`src/rtl/hazard_scoreboard_pkg.sv`:
```
// Shared constants and entry layout for the hazard scoreboard.
// Entries are packed vectors: {rd, load, rf_le, valid} from MSB to LSB.
package hazard_scoreboard_pkg;

    localparam int FWD_RF    = 0;

    localparam int ENT_VALID = 0;
    localparam int ENT_RF_LE = 1;
    localparam int ENT_LOAD  = 2;
    localparam int ENT_RD    = 3;

    function automatic int ent_width(input int reg_w);
        return reg_w + ENT_RD;
    endfunction

    function automatic int sel_width(input int nstage);
        return $clog2(nstage + 1);
    endfunction

endpackage

```
`src/rtl/hazard_scoreboard_match.sv`:
```
// Per-operand priority encoder over the scoreboard entries.
// The youngest (lowest index) matching entry wins.
module hazard_match
    import hazard_scoreboard_pkg::*;
#(
    parameter int NSTAGE = 3,
    parameter int REG_W  = 5,
    parameter int SEL_W  = 2
) (
    input  logic                    en_i,
    input  logic [REG_W-1:0]        rs_i,
    input  logic [NSTAGE-1:0]       vld_i,
    input  logic [NSTAGE-1:0]       rfle_i,
    input  logic [NSTAGE-1:0]       ld_i,
    input  logic [NSTAGE*REG_W-1:0] rd_i,
    output logic [SEL_W-1:0]        sel_o,
    output logic                    is_load_hit_o,
    output logic [SEL_W-1:0]        hit_stage_o
);

    // Scan oldest to youngest so the youngest match is assigned last.
    always_comb begin
        sel_o         = SEL_W'(FWD_RF);
        is_load_hit_o = 1'b0;
        hit_stage_o   = '0;
        for (int k = NSTAGE - 1; k >= 0; k--) begin
            if (en_i && vld_i[k] && rfle_i[k]
                && rd_i[k*REG_W +: REG_W] == rs_i
                && rs_i != '0) begin
                sel_o         = SEL_W'(k + 1);
                is_load_hit_o = ld_i[k];
                hit_stage_o   = SEL_W'(k);
            end
        end
    end

endmodule

```
`src/rtl/hazard_scoreboard.sv`:
```
// Data-hazard / forwarding controller beside the ID stage.
// Tracks in-flight destinations in a shift-register scoreboard.
module hazard_scoreboard
    import hazard_scoreboard_pkg::*;
#(
    parameter int NSTAGE   = 3,
    parameter int NSRC     = 2,
    parameter int REG_W    = 5,
    parameter int LOAD_LAT = 1,
    localparam int SEL_W   = sel_width(NSTAGE)
) (
    input  logic                  CLK,
    input  logic                  RST,
    input  logic [NSRC*REG_W-1:0] ID_RS,
    input  logic [NSRC-1:0]       ID_USE,
    input  logic [REG_W-1:0]      ID_RD,
    input  logic                  ID_RF_LE,
    input  logic                  ID_L,
    input  logic                  FLUSH,
    output logic [NSRC*SEL_W-1:0] FWD_SEL,
    output logic                  LE,
    output logic                  NOP,
    output logic [15:0]           STALL_CNT
);

    localparam int ENT_W = ent_width(REG_W);

    logic [NSTAGE-1:0][ENT_W-1:0] ent_q, ent_d;
    logic [NSTAGE-1:0]            vld, rfle, ld;
    logic [NSTAGE*REG_W-1:0]      rd_flat;
    logic [NSRC-1:0]              ld_hit;
    logic [NSRC*SEL_W-1:0]        hit_stage;
    logic                         hazard;
    logic [15:0]                  stall_cnt_q, stall_cnt_d;

    always_comb begin
        vld     = '0;
        rfle    = '0;
        ld      = '0;
        rd_flat = '0;
        for (int k = 0; k < NSTAGE; k++) begin
            vld[k]  = ent_q[k][ENT_VALID];
            rfle[k] = ent_q[k][ENT_RF_LE];
            ld[k]   = ent_q[k][ENT_LOAD];
            rd_flat[k*REG_W +: REG_W] =
                ent_q[k][ENT_RD +: REG_W];
        end
    end

    for (genvar s = 0; s < NSRC; s++) begin : g_match
        hazard_match #(
            .NSTAGE (NSTAGE),
            .REG_W  (REG_W),
            .SEL_W  (SEL_W)
        ) u_match (
            .en_i          (ID_USE[s]),
            .rs_i          (ID_RS[s*REG_W +: REG_W]),
            .vld_i         (vld),
            .rfle_i        (rfle),
            .ld_i          (ld),
            .rd_i          (rd_flat),
            .sel_o         (FWD_SEL[s*SEL_W +: SEL_W]),
            .is_load_hit_o (ld_hit[s]),
            .hit_stage_o   (hit_stage[s*SEL_W +: SEL_W])
        );
    end

    // Only the winning match counts; an older load behind a younger hit is moot.
    always_comb begin
        hazard = 1'b0;
        for (int s = 0; s < NSRC; s++) begin
            if (ld_hit[s]
                && hit_stage[s*SEL_W +: SEL_W] < SEL_W'(LOAD_LAT))
                hazard = 1'b1;
        end
    end

    always_comb begin
        LE  = !(hazard && !FLUSH);
        NOP = hazard || FLUSH;

        ent_d = '0;
        if (LE && !NOP) begin
            ent_d[0][ENT_VALID]        = 1'b1;
            ent_d[0][ENT_RF_LE]        = ID_RF_LE;
            ent_d[0][ENT_LOAD]         = ID_L;
            ent_d[0][ENT_RD +: REG_W]  = ID_RD;
        end
        for (int k = 1; k < NSTAGE; k++)
            ent_d[k] = ent_q[k-1];

        stall_cnt_d = stall_cnt_q;
        if (hazard && !FLUSH && stall_cnt_q != 16'hFFFF)
            stall_cnt_d = stall_cnt_q + 16'd1;
    end

    always_ff @(posedge CLK or negedge RST) begin
        if (!RST) begin
            ent_q       <= '0;
            stall_cnt_q <= '0;
        end else begin
            ent_q       <= ent_d;
            stall_cnt_q <= stall_cnt_d;
        end
    end

    assign STALL_CNT = stall_cnt_q;

endmodule

```
`config.mk`:
```
export PLATFORM = sky130hd
export DESIGN_NAME = hazard_scoreboard
export DESIGN_NICKNAME = d
export VERILOG_FILES = /design/src/rtl/hazard_scoreboard_pkg.sv /design/src/rtl/hazard_scoreboard_match.sv /design/src/rtl/hazard_scoreboard.sv
export SDC_FILE = /design/constraint.sdc
export NUM_CORES = 1
export LEC_CHECK = 0
export ABC_AREA = 1
export BUFFER_PORTS_ARGS = -buffer_cell sky130_fd_sc_hd__buf_4
export CAP_MARGIN = 25
export CORE_UTILIZATION = 40
export CTS_BUF_LIST = sky130_fd_sc_hd__clkbuf_8
export CTS_CLUSTER_DIAMETER = 100
export CTS_CLUSTER_SIZE = 14
export DETAILED_ROUTE_END_ITERATION = 10
export PLACE_DENSITY = 0.59
export SLEW_MARGIN = 0
export SYNTH_ARGS = -nofsm -noshare
export SYNTH_HDL_FRONTEND = slang
export SYNTH_SLANG_ARGS = --single-unit
```
`constraint.sdc`:
```
create_clock -name CLK -period 2.3 [get_ports CLK]
set_clock_uncertainty 0.05 [all_clocks]
set_input_delay 0.115 -clock CLK [delete_from_list [all_inputs] [get_ports CLK]]
set_output_delay 0.115 -clock CLK [all_outputs]
set_load 0.1 [all_outputs]
```
==> results of run 1 <==
## cells in the final DEF, fill, tap and decap left out, types with 2 or more instances in the layout
| cell | instances |
|---|---|
| xor2_1 | 14 |
| nor3_1 | 10 |
| nand4_1 | 25 |
| nand3_1 | 16 |
| nand2_1 | 131 |
| nor2_1 | 42 |
| inv_2 | 6 |
| buf_4 | 44 |
| a21oi_1 | 6 |
| clkbuf_8 | 5 |
| dlygate4sd3_1 | 8 |
| xnor2_1 | 10 |
| dfrtp_1 | 38 |
| dfrtp_2 | 2 |
| a21oi_2 | 3 |
| nor2_2 | 3 |
| inv_1 | 40 |
## registers in the layout, indices dropped and copies added, names as in the netlist
register,cells
ent_d,16
ent_q,8
STALL_CNT,16
## final cells by class
cell class,count,area (sq um)
clock inverters,3,46.3
repair buffers,53,422
flip-flops and latches,40,1000
inverters,46,173
well taps,75,93.8
fillers,598,2860
multi-input cells,271,1330
clock buffers,5,68.8
## layer usage
layer  global-route usage  wire [um]
met3               0.0337        201
met4               0.0482         27
met2                0.278       2460
met1                0.326       3270
met5                    0          0
## through the flow
step | setup WS [ns] | utilization | cell area (sq um) | power (mW) | std cells
after floorplan | -0.0252 | - | 2520 | 0.872 | 361
after global placement | 0.436 | 0.488 | 2920 | 0.956 | 477
after detailed placement | 0.324 | 0.488 | 2920 | 0.957 | 477
after CTS | 0.141 | 0.520 | 3120 | 1.57 | 493
after global routing | 0.0267 | 0.523 | 3130 | 1.63 | 493
final | 0.209 | 0.523 | 3130 | 1.54 | 493
## worst min-delay path: cells and delay by family
family	cells	cell delay [ns]
simple gates	2	0.19
buf+inv	2	0.23
## where the power goes
| part | total (mW) | internal (mW) | switching [mW] |
|---|---|---|---|
| Combinational | 0.207 | 0.0806 | 0.126 |
| Clock | 0.586 | 0.327 | 0.259 |
| Sequential | 0.746 | 0.725 | 0.0211 |
## repair_timing
item / CTS / global route
endpoints found under the setup margin: 0 / 1
hold buffers: 8 / 0
endpoints found under the hold margin: 47 / 0
gates resized for setup: 0 / 4
## how the worst min path moves through the flow
stage	from	endpoint	slack [ns]
after floorplan	RST	STALL_CNT[0]$_DFFE_PN0P_	-0.23
after global routing	FLUSH	STALL_CNT[14]$_DFFE_PN0P_	0.23
after global placement	RST	ent_d[17]$_DFF_PN0_	0.08
final	FLUSH	STALL_CNT[11]$_DFFE_PN0P_	0.23
after detailed placement	RST	ent_d[8]$_DFF_PN0_	0.08
after CTS	FLUSH	STALL_CNT[9]$_DFFE_PN0P_	0.20
## cell families after synthesis
| group | share of synthesized area |
|---|---|
| adders and majority gates | 0.00499 |
| DFF | 0.399 |
| xor gates and xnor gates | 0.0838 |
| and+or+nand+nor | 0.411 |
| AOI/OAI and AO/OA | 0.0220 |
| buffers and inverters | 0.0793 |
==> impl_results.md, run 1 <==
- ANT nets after route: 0
- Count of synthesis-stage warnings from yosys: 0
- Gate count after technology mapping: 361
- Max-slew violation count: 0
- Clock insertion delay at the later pin of the skew report: 0.29 ns
- CTS HTree Levels: 2
- Number of cells on the critical path: 12
- Number of cells on the worst hold path: 4
- Cell seen most often among critical-path stages: nand2_1
- Detailed-route via count: 2318
- Crit path kind: reg2out
- Placed wire-length estimate after detailed placement: about 4.6 mm
- Die height: roughly 81 um
- Port bufs: 43
- Post-synth ARST share: 1.00
- Number of flip-flops and latches in the synthesized netlist: 40
- Status: finished, final reports clean
- Endpoint of the most critical setup path: LE
- Maximum fanout along the worst path: 4
- Count of TritonRoute iterations in the first routing pass: 5
- Reported leakage power: 1.61 nW
- Launch point of the worst path: ent_d[23]$_DFF_PN0_
- Final critical path time including I/O delays and setup: 2.09 ns
- Final-report setup violation count: 0
- Required @ worst endpoint: 2.13 ns
- Crit path max-delay cell type: dfrtp_1
- Area leader, netlist: dfrtp_1
- RSZ-0062 raised after global routing: false
- Category of the worst setup path capture point: output pin
- Slew headroom: 0.535
- Ratio of routed vias to standard cells: between 4 and 5
- Number of antenna repair diodes: 0
- Dominant synthesized flop cell: dfrtp_1
- Total Die Area: approximately 6600 sq um
- Minimum setup slack among reg-to-reg paths: ~0.30 ns
- Number of buffers created by CTS: 5
- Slowest stage delay, CP: roughly 0.41 ns
- Reg-to-reg critical path endpoint: STALL_CNT[10]$_DFFE_PN0P_
- First-iteration detailed-routing DRC count: 122
- Origin of the critical flop-to-flop path: STALL_CNT[0]$_DFFE_PN0P_
- Maximum number of pins on one net before global-route repair: 41
- Cell with the most instances after synthesis: nand2_1
- Setup bufs post-CTS: 0
- Synthesis-to-finish area growth: 24.9%
- Post-Synthesis Cell Area: 2510 sq um
- Starting density of the core: 0.419
- Number of enable-type register cells in the synthesized netlist: 0
- Count of boundary I/O pins: 44
- Clock tree from TritonCTS: built
- Site row count: 28
- Count of cell types in the netlist: 23
- Hold crit path type: in2reg
- Initial antenna violation count: 0
- Sequential share of the synthesized area: 0.399
- Clk pin slew, worst setup/hold paths: roughly 0.080 ns
- Series of cell instances along the critical path: inv_1 -> nand2_1 -> a21oi_1 -> nand2_1 -> nor2_1 -> nor2_1 -> nand2_1 -> nand2_1 -> nand2_1 -> nand2_1 -> nand2_1 -> buf_6
- Global-route usage over all layers: 0.204
- Overall die width: 81.2 um
- Cell count of the worst reg-to-reg path: 7
- Family with the most delay on the worst path: simple AND/OR/NAND/NOR gates
- Power per Cell Area: about 490 nW/um^2
- Per-cell routed wire length: 12.1 um
- Number of endpoints with negative hold slack in the final report: 0
- First-pass GRT wire length: about 10 mm
- Category of the worst setup path launch point: flop
- Vias in the first global route: slightly above 2000
- Post-Synthesis Net Count: 384
- Peak supply drop: 0.321 mV
- Root Buffer: clkbuf_8
- Routability Congestion: 0.861
- Fraction of layout cells with a size suffix above 1: 0.172
- Maximum count of clock buffers along a single path: 2
- Number of sinks driven by the clock tree: 40
- Crit path DAT: 1.93 ns
- Leading cell types by count after synthesis: nand2_1 (131), nor2_1 (43), dfrtp_1 (40), inv_1 (40), nand4_1 (25)
- Buf+Inv Stages, Crit Path: 2
- Total routed wirelength: 5.96 mm
- Overall overflow remaining after global route: 0
- Nets: 440
- Number of maximum-capacitance constraint violations: 0
- Pin slew with the least headroom to its limit: 0.692 ns
- Core region area: 5990 sq um
- Number of remaining DRC errors: 0
- Minimum hold slack: 0.226 ns
- Synth top area share: 0.399
- Cells taking the most area after synthesis: dfrtp_1 (40%), nand2_1 (20%), nor2_1 (6.4%)
- Per-instance average area after synthesis: 6.95 sq um
- Crit share post-route: 0.909
- Final TNS setup: 0 ns
- Max frequency: 478 MHz
No activity file was read; power rests on OpenSTA's default activity.
==> run 2: changes to the inputs <==
--- a/config.mk
+++ b/config.mk
@@ -8,6 +8,7 @@
 export ABC_AREA = 1
 export BUFFER_PORTS_ARGS = -buffer_cell sky130_fd_sc_hd__buf_4
 export CAP_MARGIN = 25
+export CORE_ASPECT_RATIO = 1.25
 export CORE_UTILIZATION = 40
 export CTS_BUF_LIST = sky130_fd_sc_hd__clkbuf_8
 export CTS_CLUSTER_DIAMETER = 100
==> run 2 against run 1 <==
Compared with the run above: clock power rose by 38%; sequential power barely moved; critical path depth fell by 2.
==> impl_results.md, run 2 (synthesis results as in run 1) <==
- ANT nets after route: 0
- Pin slew with the least headroom to its limit: 0.655 ns
- Nets: about 440
- Global-route usage over all layers: 0.224
- RSZ-0062 raised after global routing: false
- Final Core Density: 0.534
- Maximum number of pins on one net before global-route repair: 41
- Root Buffer: clkbuf_8
- Ratio of routed vias to standard cells: 4.87
- Peak supply drop: 0.273 mV
- GRT met3 Usage: 0.0290
- Required @ worst endpoint: 2.13 ns
- Origin of the critical flop-to-flop path: STALL_CNT[0]$_DFFE_PN0P_
- Commonest non-fill, non-tap cell in the layout: nand2_1
- Number of antenna repair diodes: 0
- Hold crit path type: in2reg
- Count of TritonRoute iterations in the first routing pass: 4
- Minimum hold slack: 0.0294 ns
- Number of endpoints with negative hold slack in the final report: 0
- Routability Congestion: 0.885
- Number of sinks driven by the clock tree: 40
- Clock insertion delay at the later pin of the skew report: 0.30 ns
- Power per Cell Area: approximately 560 nW/um^2
- Met2 usage in global routing: 0.398
- Detailed-route via count: 2431
- Initial antenna violation count: 0
- Overall die width: approximately 73 um
- Hold wc startpoint: ID_RD[3]
- Max frequency: 478 MHz
- Site row count: 31
- Number of maximum-capacitance constraint violations: 0
- Die height: 90.5 um
- Placed wire-length estimate after detailed placement: 5.06 mm
- Setup bufs post-CTS: 0
- Number of remaining DRC errors: 0
- Clock tree from TritonCTS: built
- GRT met1 Usage: 0.263
- Per-cell routed wire length: 13.3 um
- Slew headroom: 0.560
- Core region area: 5930 sq um
- Overall overflow remaining after global route: 0
- Maximum fanout along the worst path: 4
- Synthesis-to-finish area growth: 26.4%
- Total routed wirelength: 6.62 mm
- Final critical path time including I/O delays and setup: between 2 and 2.5 ns
- First-pass GRT wire length: 11.2 mm
- Category of the worst setup path capture point: output pin
- Crit path kind: reg2out
- Number of buffers created by CTS: 5
- Crit path DAT: 1.93 ns
- Status: finished, final reports clean
- Port bufs: 43
- CTS HTree Levels: 2
- Maximum count of clock buffers along a single path: 2
- Max-slew violation count: 0
- Most heavily used metal layer in global routing: met2
- Launch point of the worst path: ent_d[23]$_DFF_PN0_
- Final-report setup violation count: 0
- Category of the worst setup path launch point: flop
- Crit share post-route: 0.910
- First-iteration detailed-routing DRC count: 115
- Clk pin slew, worst setup/hold paths: 0.08 ns
- Fraction of layout cells with a size suffix above 1: 0.173
- Total Die Area: 6590 sq um
- Most used cells in the layout excluding fill and tap cells: nand2_1 (131), buf_4 (44), nor2_1 (41)
- Vias in the first global route: 2410
- Count of boundary I/O pins: 44
- Reported leakage power: 1.63 nW
- Starting density of the core: 0.423
## run 2: area by class of cell
| cell class | instances | area (sq um) |
|---|---|---|
| clock buffers | 5 | 68.8 |
| clock inverters | 3 | 90.1 |
| fillers | 612 | 2770 |
| inverters | 46 | 173 |
| multi-input cells | 271 | 1320 |
| flip-flops and latches | 40 | 1000 |
| well taps | 82 | 103 |
| repair buffers | 52 | 412 |
## run 2: power by group
| part | total (mW) | switching (mW) | internal [mW] |
|---|---|---|---|
| combinational | 0.210 | 0.130 | 0.0798 |
| clock | 0.809 | 0.266 | 0.543 |
| sequential | 0.747 | 0.0221 | 0.725 |
| total | 1.77 | 0.418 | 1.35 |
## run 2: critical path, stage by stage (launching register included)
cell     delay [ns]
dfrtp_1        0.41
inv_1          0.08
nand2_1        0.05
a21oi_1        0.24
nand4_1        0.24
nand3_1        0.14
nand2_1        0.05
nand2_1        0.07
nand2_1        0.06
nand2_1        0.07
buf_6          0.23
## run 2: layer usage
metal / vias to the layer above / part of all wire / routed length (um)
li1: 1243 / - / -
met2: 48 / 0.53 / 3520
met1: 1127 / 0.40 / 2670
met4: 0 / 0.030 / 198
met3: 13 / 0.034 / 228
met5: - / 0 / 0
## run 2: worst paths after layout
| kind | cells after the start | to | slack, ns |
|---|---|---|---|
| max | 10 | LE | 0.21 |
| min | 3 | ent_d[14]$_DFF_PN0_ | 0.03 |
| max reg2reg | 7 | STALL_CNT[10]$_DFFE_PN0P_ | 0.35 |
| min reg2reg | 0 | ent_d[16]$_DFF_PN0_ | 0.33 |
| max in group asynchronous | 2 | STALL_CNT[0]$_DFFE_PN0P_ | 1.54 |
| min in group asynchronous | 2 | STALL_CNT[2]$_DFFE_PN0P_ | 0.29 |
## run 2: metrics by stage
stage	worst slack [ns]	instance area, sq um	setup TNS (ns)	instances	power [mW]
after global placement	0.460	2930	0	484	0.961
after detailed placement	0.384	2930	0	484	0.963
after CTS	0.134	3160	0	499	1.79
after floorplan	-0.0252	2520	-0.0252	361	0.872
final	0.208	3170	0	499	1.77
after global routing	0.00412	3170	0	499	1.84
## run 2: what timing repair did
item                                   in CTS  in global routing
hold buffers                                7                  0
endpoints found under the hold margin      46                  0
setup endpoints to repair                   0                  1
resized for setup                           0                  3
